## src/rtl/dmem_lsu_if.sv

```systemverilog
// dmem_lsu_if: CPU request/response channel and word-wide data-memory port of dmem_lsu.
// master = the load/store unit, slave = the CPU/memory side.
interface dmem_lsu_if #(
    parameter int ADDR_WIDTH = 32,
    parameter int DATA_WIDTH = 32
);
    logic                  req_valid;
    logic                  req_ready;
    logic                  req_we;
    logic [1:0]            req_size;
    logic                  req_unsigned;
    logic [ADDR_WIDTH-1:0] req_addr;
    logic [DATA_WIDTH-1:0] req_wdata;
    logic                  rsp_valid;
    logic [DATA_WIDTH-1:0] rsp_rdata;
    logic                  rsp_err;
    logic                  mem_read;
    logic                  mem_write;
    logic [ADDR_WIDTH-1:0] mem_addr;
    logic [DATA_WIDTH-1:0] mem_wdata;
    logic [DATA_WIDTH-1:0] mem_rdata;

    modport master (
        input  req_valid, req_we, req_size, req_unsigned, req_addr, req_wdata, mem_rdata,
        output req_ready, rsp_valid, rsp_rdata, rsp_err,
               mem_read, mem_write, mem_addr, mem_wdata
    );

    modport slave (
        output req_valid, req_we, req_size, req_unsigned, req_addr, req_wdata, mem_rdata,
        input  req_ready, rsp_valid, rsp_rdata, rsp_err,
               mem_read, mem_write, mem_addr, mem_wdata
    );
endinterface

```

## src/rtl/dmem_lsu.sv

```systemverilog
// dmem_lsu: single-outstanding load/store unit; sub-word stores use read-modify-write.
// Optional macro LSU_MISALIGN_TRAP_EN: misaligned half/word accesses return rsp_err.
module dmem_lsu #(
    parameter int                    ADDR_WIDTH = 32,
    parameter int                    DATA_WIDTH = 32,
    parameter logic [ADDR_WIDTH-1:0] BASE_ADDR  = 32'h0001_0000,
    parameter int                    MEM_DEPTH  = 1024
) (
    input  logic       clk,
    input  logic       reset_n,
    dmem_lsu_if.master bus
);
    localparam logic [ADDR_WIDTH:0] LP_LO = {1'b0, BASE_ADDR};
    localparam logic [ADDR_WIDTH:0] LP_HI = LP_LO + (ADDR_WIDTH+1)'(4 * MEM_DEPTH);

    typedef enum logic [2:0] {ST_IDLE, ST_RD, ST_CAP, ST_WR, ST_RESP} state_t;

    state_t                r_state;
    state_t                w_next;
    logic                  r_we;
    logic [1:0]            r_size;
    logic                  r_unsigned;
    logic [1:0]            r_lane;
    logic                  r_err;
    logic [DATA_WIDTH-1:0] r_rdata;
    logic [ADDR_WIDTH-1:0] r_mem_addr;
    logic [DATA_WIDTH-1:0] r_mem_wdata;

    logic                  w_accept;
    logic [ADDR_WIDTH:0]   w_addr_ext;
    logic                  w_misalign;
    logic                  w_err;
    logic [7:0]            w_byte;
    logic [15:0]           w_half;
    logic [DATA_WIDTH-1:0] w_load;
    logic [DATA_WIDTH-1:0] w_merged;

    assign w_accept   = bus.req_valid && (r_state == ST_IDLE);
    assign w_addr_ext = {1'b0, bus.req_addr};

`ifdef LSU_MISALIGN_TRAP_EN
    assign w_misalign = ((bus.req_size == 2'b01) && bus.req_addr[0]) ||
                        ((bus.req_size == 2'b10) && (bus.req_addr[1:0] != 2'b00));
`else
    assign w_misalign = 1'b0;
`endif

    assign w_err = (w_addr_ext < LP_LO) || (w_addr_ext >= LP_HI) ||
                   (bus.req_size == 2'b11) || w_misalign;

    always_ff @(posedge clk or negedge reset_n) begin
        if (!reset_n) r_state <= ST_IDLE;
        else          r_state <= w_next;
    end

    always_comb begin
        w_next = r_state;
        case (r_state)
            ST_IDLE: begin
                if (w_accept) begin
                    if (w_err)                                       w_next = ST_RESP;
                    else if (bus.req_we && (bus.req_size == 2'b10))  w_next = ST_WR;
                    else                                             w_next = ST_RD;
                end
            end
            ST_RD:   w_next = ST_CAP;
            ST_CAP:  w_next = r_we ? ST_WR : ST_RESP;
            ST_WR:   w_next = ST_RESP;
            ST_RESP: w_next = ST_IDLE;
            default: w_next = ST_IDLE;
        endcase
    end

    // Lane select: half uses only addr[1], so an unaligned half is truncated when not trapped.
    always_comb begin
        w_byte = bus.mem_rdata[8*r_lane +: 8];
        w_half = r_lane[1] ? bus.mem_rdata[31:16] : bus.mem_rdata[15:0];
        case (r_size)
            2'b00:   w_load = {{24{!r_unsigned && w_byte[7]}}, w_byte};
            2'b01:   w_load = {{16{!r_unsigned && w_half[15]}}, w_half};
            default: w_load = bus.mem_rdata;
        endcase
    end

    // r_mem_wdata still holds the right-aligned store data until CAP overwrites it.
    always_comb begin
        w_merged = bus.mem_rdata;
        if (r_size == 2'b00) begin
            w_merged[8*r_lane +: 8] = r_mem_wdata[7:0];
        end else if (r_lane[1]) begin
            w_merged[31:16] = r_mem_wdata[15:0];
        end else begin
            w_merged[15:0] = r_mem_wdata[15:0];
        end
    end

    always_ff @(posedge clk or negedge reset_n) begin
        if (!reset_n) begin
            r_we        <= 1'b0;
            r_size      <= '0;
            r_unsigned  <= 1'b0;
            r_lane      <= '0;
            r_err       <= 1'b0;
            r_rdata     <= '0;
            r_mem_addr  <= '0;
            r_mem_wdata <= '0;
        end else if (w_accept) begin
            r_we        <= bus.req_we;
            r_size      <= bus.req_size;
            r_unsigned  <= bus.req_unsigned;
            r_lane      <= bus.req_addr[1:0];
            r_err       <= w_err;
            r_rdata     <= '0;
            r_mem_addr  <= {bus.req_addr[ADDR_WIDTH-1:2], 2'b00};
            r_mem_wdata <= bus.req_wdata;
        end else if (r_state == ST_CAP) begin
            if (r_we) r_mem_wdata <= w_merged;
            else      r_rdata     <= w_load;
        end
    end

    assign bus.req_ready = (r_state == ST_IDLE);
    assign bus.mem_read  = (r_state == ST_RD);
    assign bus.mem_write = (r_state == ST_WR);
    assign bus.rsp_valid = (r_state == ST_RESP);
    assign bus.rsp_err   = (r_state == ST_RESP) && r_err;
    assign bus.rsp_rdata = (r_state == ST_RESP) ? r_rdata : '0;
    assign bus.mem_addr  = r_mem_addr;
    assign bus.mem_wdata = r_mem_wdata;
endmodule

```

## src/flat_wrapper.sv

```systemverilog
// flat-port wrapper written by rule: the top's interface ports become plain ports
module dmem_lsu_flat 
#(
    parameter int                    ADDR_WIDTH = 32,
    parameter int                    DATA_WIDTH = 32,
    parameter logic [ADDR_WIDTH-1:0] BASE_ADDR  = 32'h0001_0000,
    parameter int                    MEM_DEPTH  = 1024
)
  (clk, reset_n, bus_req_valid, bus_req_we, bus_req_size, bus_req_unsigned, bus_req_addr, bus_req_wdata, bus_mem_rdata, bus_req_ready, bus_rsp_valid, bus_rsp_rdata, bus_rsp_err, bus_mem_read, bus_mem_write, bus_mem_addr, bus_mem_wdata);
  dmem_lsu_if #(.ADDR_WIDTH(ADDR_WIDTH), .DATA_WIDTH(DATA_WIDTH)) bus_i ();
  input  logic clk;
  input  logic reset_n;
  input wire logic [$bits(bus_i.req_valid)-1:0] bus_req_valid;
  input wire logic [$bits(bus_i.req_we)-1:0] bus_req_we;
  input wire logic [$bits(bus_i.req_size)-1:0] bus_req_size;
  input wire logic [$bits(bus_i.req_unsigned)-1:0] bus_req_unsigned;
  input wire logic [$bits(bus_i.req_addr)-1:0] bus_req_addr;
  input wire logic [$bits(bus_i.req_wdata)-1:0] bus_req_wdata;
  input wire logic [$bits(bus_i.mem_rdata)-1:0] bus_mem_rdata;
  output wire logic [$bits(bus_i.req_ready)-1:0] bus_req_ready;
  output wire logic [$bits(bus_i.rsp_valid)-1:0] bus_rsp_valid;
  output wire logic [$bits(bus_i.rsp_rdata)-1:0] bus_rsp_rdata;
  output wire logic [$bits(bus_i.rsp_err)-1:0] bus_rsp_err;
  output wire logic [$bits(bus_i.mem_read)-1:0] bus_mem_read;
  output wire logic [$bits(bus_i.mem_write)-1:0] bus_mem_write;
  output wire logic [$bits(bus_i.mem_addr)-1:0] bus_mem_addr;
  output wire logic [$bits(bus_i.mem_wdata)-1:0] bus_mem_wdata;
  assign bus_i.req_valid = bus_req_valid;
  assign bus_i.req_we = bus_req_we;
  assign bus_i.req_size = bus_req_size;
  assign bus_i.req_unsigned = bus_req_unsigned;
  assign bus_i.req_addr = bus_req_addr;
  assign bus_i.req_wdata = bus_req_wdata;
  assign bus_i.mem_rdata = bus_mem_rdata;
  assign bus_req_ready = bus_i.req_ready;
  assign bus_rsp_valid = bus_i.rsp_valid;
  assign bus_rsp_rdata = bus_i.rsp_rdata;
  assign bus_rsp_err = bus_i.rsp_err;
  assign bus_mem_read = bus_i.mem_read;
  assign bus_mem_write = bus_i.mem_write;
  assign bus_mem_addr = bus_i.mem_addr;
  assign bus_mem_wdata = bus_i.mem_wdata;
  dmem_lsu #(.ADDR_WIDTH(ADDR_WIDTH), .DATA_WIDTH(DATA_WIDTH), .BASE_ADDR(BASE_ADDR), .MEM_DEPTH(MEM_DEPTH)) u_core (.clk(clk), .reset_n(reset_n), .bus(bus_i));
endmodule
```

## config.mk

```make
export PLATFORM = sky130hd
export DESIGN_NAME = dmem_lsu_flat
export DESIGN_NICKNAME = d
export VERILOG_FILES = /design/src/rtl/dmem_lsu_if.sv /design/src/rtl/dmem_lsu.sv /design/src/flat_wrapper.sv
export SDC_FILE = /design/constraint.sdc
export NUM_CORES = 1
export LEC_CHECK = 0
export ABC_AREA = 1
export BUFFER_PORTS_ARGS = -buffer_cell sky130_fd_sc_hd__buf_2
export CORE_MARGIN = 2
export CORE_UTILIZATION = 25
export DETAILED_ROUTE_END_ITERATION = 12
export SYNTH_ARGS = -nofsm -noshare
export SYNTH_HDL_FRONTEND = slang
export SYNTH_SLANG_ARGS = --single-unit
```

## constraint.sdc

```tcl
create_clock -name clk -period 3.55 [get_ports clk]
set_input_delay 0 -clock clk [delete_from_list [all_inputs] [get_ports clk]]
set_output_delay 0 -clock clk [all_outputs]
set_load 0.1 [all_outputs]
```

* Yosys cells after proc, flatten, opt, wreduce, memory -nomap -nowiden *
Index checks and enable logic that the tools add are counted.

storage, ports and cells
  bits in registers = 104
  bits of input ports = 103
  output and inout port bits = 101
  word-level logic and storage cells = 59

operators by class
  $add $sub $neg = 1
  magnitude comparators = 2
  equality and inequality tests = 9
  shift-type cells = 3
  muxes and demuxes = 18
  reduce and logical (&&, ||, !) cells = 16

operator list
  kind                       number
  $mux W32                   8
  $pmux W32 S2               1
  $mux W16                   3
  $neg A5 Y34                1
  $shift A8 B34 Y32 const A  1
  $shiftx A8 B34 Y32         1
  $bwmux W32                 1
  $ge A32 B17 Y1 const B     1
  $lt A32 B17 Y1 const B     1
  $shiftx A32 B6 Y8          1
  $pmux W3 S4                1
  $mux W3                    3
  $eq A3 B2 Y1 const B       2
  $logic_and A1 B1 Y1        5
  $eq A2 B2 Y1 const B       2
  $reduce_and A2 Y1          2
  $reduce_bool A2 Y1         2
  $eq A3 B1 Y1 const B       1
  $eq A3 B3 Y1 const B       1
  $logic_not A3 Y1           1
  $reduce_and A3 Y1          1
  $reduce_bool A3 Y1         1
  $eq A2 B1 Y1 const B       1
  $logic_not A2 Y1           1
  other kinds (5)            6

* Logic depth before layout (Yosys ltp) *
Gate-level depths: netlist (run 1).

  word-level depth = 7
  depth in mapped cells = 13
  mapped depth without buffers = 11

* Least setup slack after synthesis (run 1) *
No wires, ideal clock.

  path kind = register -> output
  start point = reg u_core.r_state[1]
  end point = out bus_rsp_rdata[10]
  data arrival time = 3.665 ns
  data required time = 3.550 ns
  path slack = -0.115 ns
  stages on the path, launching flop included = 7
  buffers on the path = 1
  cells stage by stage = dfrtp_1 > inv_2 > nand2_2 > nor2_1 > inv_1 > buf_1 > nor2_1

on the way
  word-level cells in the longest chain between the ends = 2

ends and longest elaborated chain
  element                  line                RTL
  from (decl)              dmem_lsu.sv:18      state_t r_state;
  from (signal assigned)   dmem_lsu.sv:53      else r_state <= w_next;
  $eq A3 B3 Y1             --
  named net bus_rsp_valid  flat_wrapper.sv:21  output wire logic [$bits(bus_i.rsp_valid)-1:0] bus_rsp_valid;
  $mux W32                 dmem_lsu.sv:127     assign bus.rsp_rdata = (r_state == ST_RESP) ? r_rdata : '0;
  to (decl)                flat_wrapper.sv:22  output wire logic [$bits(bus_i.rsp_rdata)-1:0] bus_rsp_rdata;

The timed path passes the listed nets, and every way through them passes these cells.

* Worst setup path in the final report (run 1) *
  start point = reg u_core.r_state[1]
  end point = out bus_rsp_rdata[17]

on the way
  word-level cells in the longest chain between the ends = 2

ends and longest elaborated chain
  element       line
  $eq A3 B3 Y1  dmem_lsu.sv:127
  $mux W32      dmem_lsu.sv:127

No other way between the ends.

==> reports/results.txt, run 1 <==
status = finished clean
WP data arrival = 2260 ps
R2R cell count = 11
Buf/Inv on CP = 3
Distinct cells, synth = 33
Hold Vio Cnt, Final = 0
final wirelength = 23.69 mm
Reg area = 2603 um2
post-synthesis simple-gate area fraction = 32.10%
Tcrit/Tclk final = 63.64%
Die ar. = 26,000 um2
Critical-path top delay cell = buf_2
Port-buffer cells = 201
RSZ-0062 raised after global routing = false
Initial Util = 25.42%
Worst Setup Path Type = register to output pin
CP Launch Type = register
Worst EP required = 3550 ps
final clock skew = 9.344 ps
synthesis-to-finish area growth = 35.24%
Rows = 57
Root Driver = clkbuf_16
CP delay by family, top = buffers and inverters
post-synth top area cell = dfrtp_1
max_cap viols = 0
top cells by area, synth = dfrtp_1 42%, nand2_1 20%, o21ai_0 5.7%
1st-iter DRT viols = 521
multi-input logic area = 2973 um2
htree depth = 3
Synth Area per Inst = 6.938 um2
WP depth = 6
R2R Setup Slk = 1390 ps
sequential share of the synthesized area = 42.10%
largest family of logic cells by synthesized area = simple AND/OR/NAND/NOR gates
Hold Path Class = primary input to register
initial antenna violation count = 4
die height = 161.3 um
Final setup viols = 0
worst skew pair latency = 360 ps
vias in the first global route = 6,435
slack of the critical path = 1291 ps
DRC = 0
Max-Slew Margin vs Limit = 31.33%
CTS sink cnt = 104
Reg clk slew, reported paths = 80 ps
Yosys reg bits = 104
Avg Vias per Cell = 4.532
mapped cell area = 6182 um2
critical path fanouts, max = 33
Slew @ Worst Pin = 1029 ps
Die X = 161.3 um
Post-Synth Adder-Cell Area = 1.012%
CP cell instances = inv_2, nand2_2, nor2_1, inv_1, nor2_1, buf_2
TritonCTS clock tree = done
gr usage total = 18.12%
largest net degree at the start of global routing = 55
Nets = 1,242
DRT Pass-1 Iters = 5
Max VDD drop = 0.8616 mV
Synth Instances = 891
hold_ws = 4.450 ps
Post-DRT Antenna Nets = 0
most used cell, CP = nor2_1
Clock Tree Buf Depth = 2
final non-filler cell total = 1,465
dpl hpwl = 17.83 mm
clock buffer count from CTS = 9
DP Cell Count = 1,381
final core occ = 34.38%
Yosys warnings = 0
endpoint type of the worst setup path = output pin
pre-CTS setup slack = 1459 ps
max-slew violation count = 0
Fmax achieved = 0.4427 GHz
hold depth = 4
share of layout cells above drive strength 1 = 23.00%
Pleak = 4.392 nW
fill cell count = 2,643
Power Total = 8.524 mW
post-layout min period = 2259 ps
GRT overflow = 0
CP peak stage delay = 470 ps
global-route wire length before repair = 36.39 mm
mux cell area share after synthesis = 0%
Synth Area in XOR/XNOR = 0%
post-synthesis compound-gate area fraction = 14.86%
via count = 6,639
top-area cell type share of the netlist area = 42.10%
I/O pin count = 204
wire length per cell = 16.17 um
Core ar. = 24,320 um2
Placer Congestion = 0.9535
power per cell area = 1020 nW/um2
[logic make-up (layout without fill, tap and decap cells)]
| group | after synthesis | count (layout) |
|---|---|---|
| AO/OA/AOI/OAI | 168 | 168 |
| adder cells (fa/ha/maj) | 5 | 5 |
| buffers and inverters | 133 | 380 |
| flip-flops | 104 | 104 |
| other | 1 | 4 |
| AND/OR/NAND/NOR | 480 | 480 |
[cells in the mapped netlist, drive strengths merged]
library cell	count
clkbuf	6
o21bai	1
o21ai	99
nor3	6
nand4	3
ha	5
clkinv	2
nand2	345
a21oi	40
nor2	84
buf	38
and3b	1
inv	87
or2	8
dfrtp	104
o211ai	11
o22ai	2
nand3	33
o21a	15
conb	1
[stage by stage]
step | TNS (ps) | instance area, um2
after detailed placement | 0 | 7383
final | 0 | 8361
after CTS | 0 | 8356
after global placement | 0 | 7383
after floorplan | -3463 | 6186
after global routing | 0 | 8358
[sequential cells by signal (all words and copies together) (netlist names)]
name / count
u_core.r_size: 2
u_core.bus.mem_addr: 30
u_core.bus.mem_wdata: 32
u_core.r_lane: 2
u_core.r_rdata: 32
u_core.r_err: 1
u_core.r_we: 1
u_core.r_state: 3
u_core.r_unsigned: 1
[metal layers]
layer / vias up / share of wire, % / global-route usage (%)
met5: - / 0.13 / 0
met4: 4 / 1.4 / 3.937
met3: 22 / 7.0 / 4.289
met2: 264 / 46 / 29.75
met1: 3060 / 46 / 24.33
li1: 3289 / - / -
[path summary, 6_finish.rpt]
kind                                              start                        to
worst max-delay path                  u_core.r_state[1]         bus_rsp_rdata[17]
worst max register to register         u_core.r_lane[1]  u_core.bus.mem_wdata[31]
min in group asynchronous                       reset_n   u_core.bus.mem_addr[10]
max in group asynchronous                       reset_n  u_core.bus.mem_wdata[24]
worst min-delay path                   bus_req_wdata[1]   u_core.bus.mem_wdata[1]
worst min register to register  u_core.bus.mem_addr[12]   u_core.bus.mem_addr[12]
[area by class of cell]
cell class	count	area share, %
Multi-Input combinational cell	655	35.56
Antenna cell	2	0.05986
Clock buffer	9	2.694
Timing Repair Buffer	275	20.68
Tap cell	324	4.849
Sequential cell	104	31.13
Inverter	89	3.996
Clock inverter	7	1.033
[layout by cell type (no fill, tap or decap), types with 9 or more instances in the layout]
| cell type | n |
|---|---|
| nand3_1 | 31 |
| o21ai_0 | 70 |
| o21ai_1 | 27 |
| buf_2 | 200 |
| nor2_1 | 80 |
| inv_1 | 76 |
| buf_4 | 9 |
| inv_2 | 11 |
| o211ai_1 | 11 |
| dfrtp_1 | 104 |
| clkbuf_16 | 9 |
| dlygate4sd3_1 | 66 |
| a21oi_1 | 40 |
| nand2_1 | 335 |
| o21a_1 | 15 |
[power breakdown]
| group | internal, mW | total (mW) | switching, mW |
|---|---|---|---|
| clock | 0.565 | 1.09 | 0.523 |
| combinational | 1.01 | 5.52 | 4.50 |
| sequential | 1.58 | 1.92 | 0.342 |
| total | 3.15 | 8.52 | 5.37 |
[timing repair]
item                                    in CTS  in global routing
hold buffers                                66                  0
resized for setup                            0                  0
setup buffers                                0                  0
hold endpoints to repair                   119                  0
endpoints found under the setup margin       0                  0
[worst min-delay path, stage by stage]
cell and delay (ps):
buf_2 100, nand2_1 70, o21a_1 110, o21ai_1 50
Note: power is estimated with default switching activity, not from simulation.
==> run 2: changes to the inputs <==
- clock period: 3.55 -> 1.99 ns (I/O delays scaled with it)
==> reports/results.txt, run 2 (same netlist as run 1, synthesis figures left out) <==
Post-CTS Setup Bufs = 0
Initial Util = 25.42%
Worst EP required = 1990 ps
global-route wire length before repair = 37.07 mm
Post-DRT Antenna Nets = 0
metal3 WL = 1.709 mm
RSZ-0062 raised after global routing = false
met2 wire len = 10.94 mm
Core ar. = 24,320 um2
via count = 6,706
largest net degree at the start of global routing = 44
endpoint type of the worst setup path = output pin
Avg Vias per Cell = 4.531
commonest cells after routing, fill and taps aside = 335 x nand2_1, 167 x buf_2, 103 x dfrtp_1
Clock Tree Buf Depth = 2
initial antenna violation count = 1
max_cap viols = 0
hold_ws = 4.336 ps
Port-buffer cells = 201
beginning of the critical path = u_core.r_state[1]
post-layout min period = 1876 ps
Tcrit/Tclk final = 94.28%
vias in the first global route = 6,822
slack of the critical path = 113.9 ps
GRT overflow = 0
DRT Pass-1 Iters = 5
gr usage total = 18.20%
max-slew violation count = 0
power per cell area = 1676 nW/um2
wire length per cell = 15.70 um
R2R Setup Slk = 150 ps
Final setup viols = 0
Max-Slew Margin vs Limit = 56.28%
final clock skew = 9.302 ps
CTS sink cnt = 104
Reg-to-Reg Start = u_core.r_state[1]
synthesis-to-finish area growth = 49.95%
Slew @ Worst Pin = 655.9 ps
share of layout cells above drive strength 1 = 27.79%
Hold Path Class = primary input to register
1st-iter DRT viols = 417
r2r endpoint = u_core.r_rdata[20]
Reg clk slew, reported paths = 80 ps
pre-CTS setup slack = 55.71 ps
WP data arrival = 1880 ps
TritonCTS clock tree = done
clock buffer count from CTS = 9
Placer Congestion = 0.8979
Die ar. = 26,000 um2
Root Driver = clkbuf_16
most common cell after layout, fill and taps aside = nand2_1
M1 WL = 10.25 mm
Max VDD drop = 1.663 mV
dpl hpwl = 18.10 mm
Die X = 161.3 um
Fmax achieved = 0.5330 GHz
worst skew pair latency = 360 ps
status = finished clean
critical path fanouts, max = 33
Rows = 57
DRC = 0
R2R cell count = 9
hold wc startpoint = bus_req_wdata[6]
Nets = 1,258
htree depth = 3
Hold Path Sink = u_core.bus.mem_wdata[6]
I/O pin count = 204
hold depth = 4
Highest Signal Layer = met4
die height = 161.3 um
Worst Setup Path Type = register to output pin
Pleak = 4.558 nW
CP Launch Type = register
Power Total = 15.53 mW
final wirelength = 23.24 mm
Hold Vio Cnt, Final = 0
Final TNS setup = 0 ps
## run 2: cell types whose count changed in the layout (fill, tap and decap cells not counted), moves of 2 or more
cell      previous run  this run
nor3_1               6         4
buf_12               0        35
nor2_1              80        45
nor2_4               3        37
ha_2                 0         2
buf_2              200       167
ha_1                 5         3
clkinv_4             1         3
buf_4                9        24
nor3_4               0         2
## run 2: timing repair
item                                    4_1_cts  5_1_grt
hold buffers                                 64        1
gates resized for setup                       1        5
endpoints found under the setup margin       33       16
hold endpoints to repair                    105        1
## run 2: routing by layer
| metal | up-vias | global-route usage (%) |
|---|---|---|
| li1 | 3302 | - |
| met1 | 3117 | 23.46 |
| met2 | 263 | 30.88 |
| met3 | 24 | 4.340 |
| met4 | 0 | 4.302 |
| met5 | - | 0 |
## run 2: worst max path at each step
stage                                to  slack (ps)
4_1_cts        u_core.bus.mem_wdata[31]          50
5_1_grt              u_core.r_rdata[30]          20
2_1_floorplan         bus_rsp_rdata[21]         -90
3_3_place_gp   u_core.bus.mem_wdata[31]          70
3_5_place_dp   u_core.bus.mem_wdata[31]          60
6_report              bus_rsp_rdata[10]         110
## run 2: worst max-delay path: stages, from the launching register on
cell and delay (ps):
dfrtp_1 440, inv_2 90, nand2_2 130, nor2_4 70
inv_6 440, nor2_4 90, buf_12 190
## run 2: where the power goes
group	leakage [nW]	internal, mW	switching [mW]
clock network	0.140	0.879	0.899
logic	3.08	2.05	8.30
registers	1.33	2.82	0.592
total	4.56	5.74	9.79
## run 2: stage by stage
stage	instances	cell area [um2]	util (%)
after floorplan	892	6485	-
after global placement	1398	8312	34.18
after detailed placement	1398	8312	34.18
after CTS	1478	9245	38.02
after global routing	1479	9268	38.11
final	1480	9270	38.12
## run 2: area by class of cell
type	count	area (um2)
multi-input cells	655	3258
fillers	2545	15050
repair buffers	291	2367
inverters	89	342.8
clock inverters	7	65.06
diodes	1	2.502
flip-flops and latches	104	2604
well taps	324	405.4
clock buffers	9	225.2
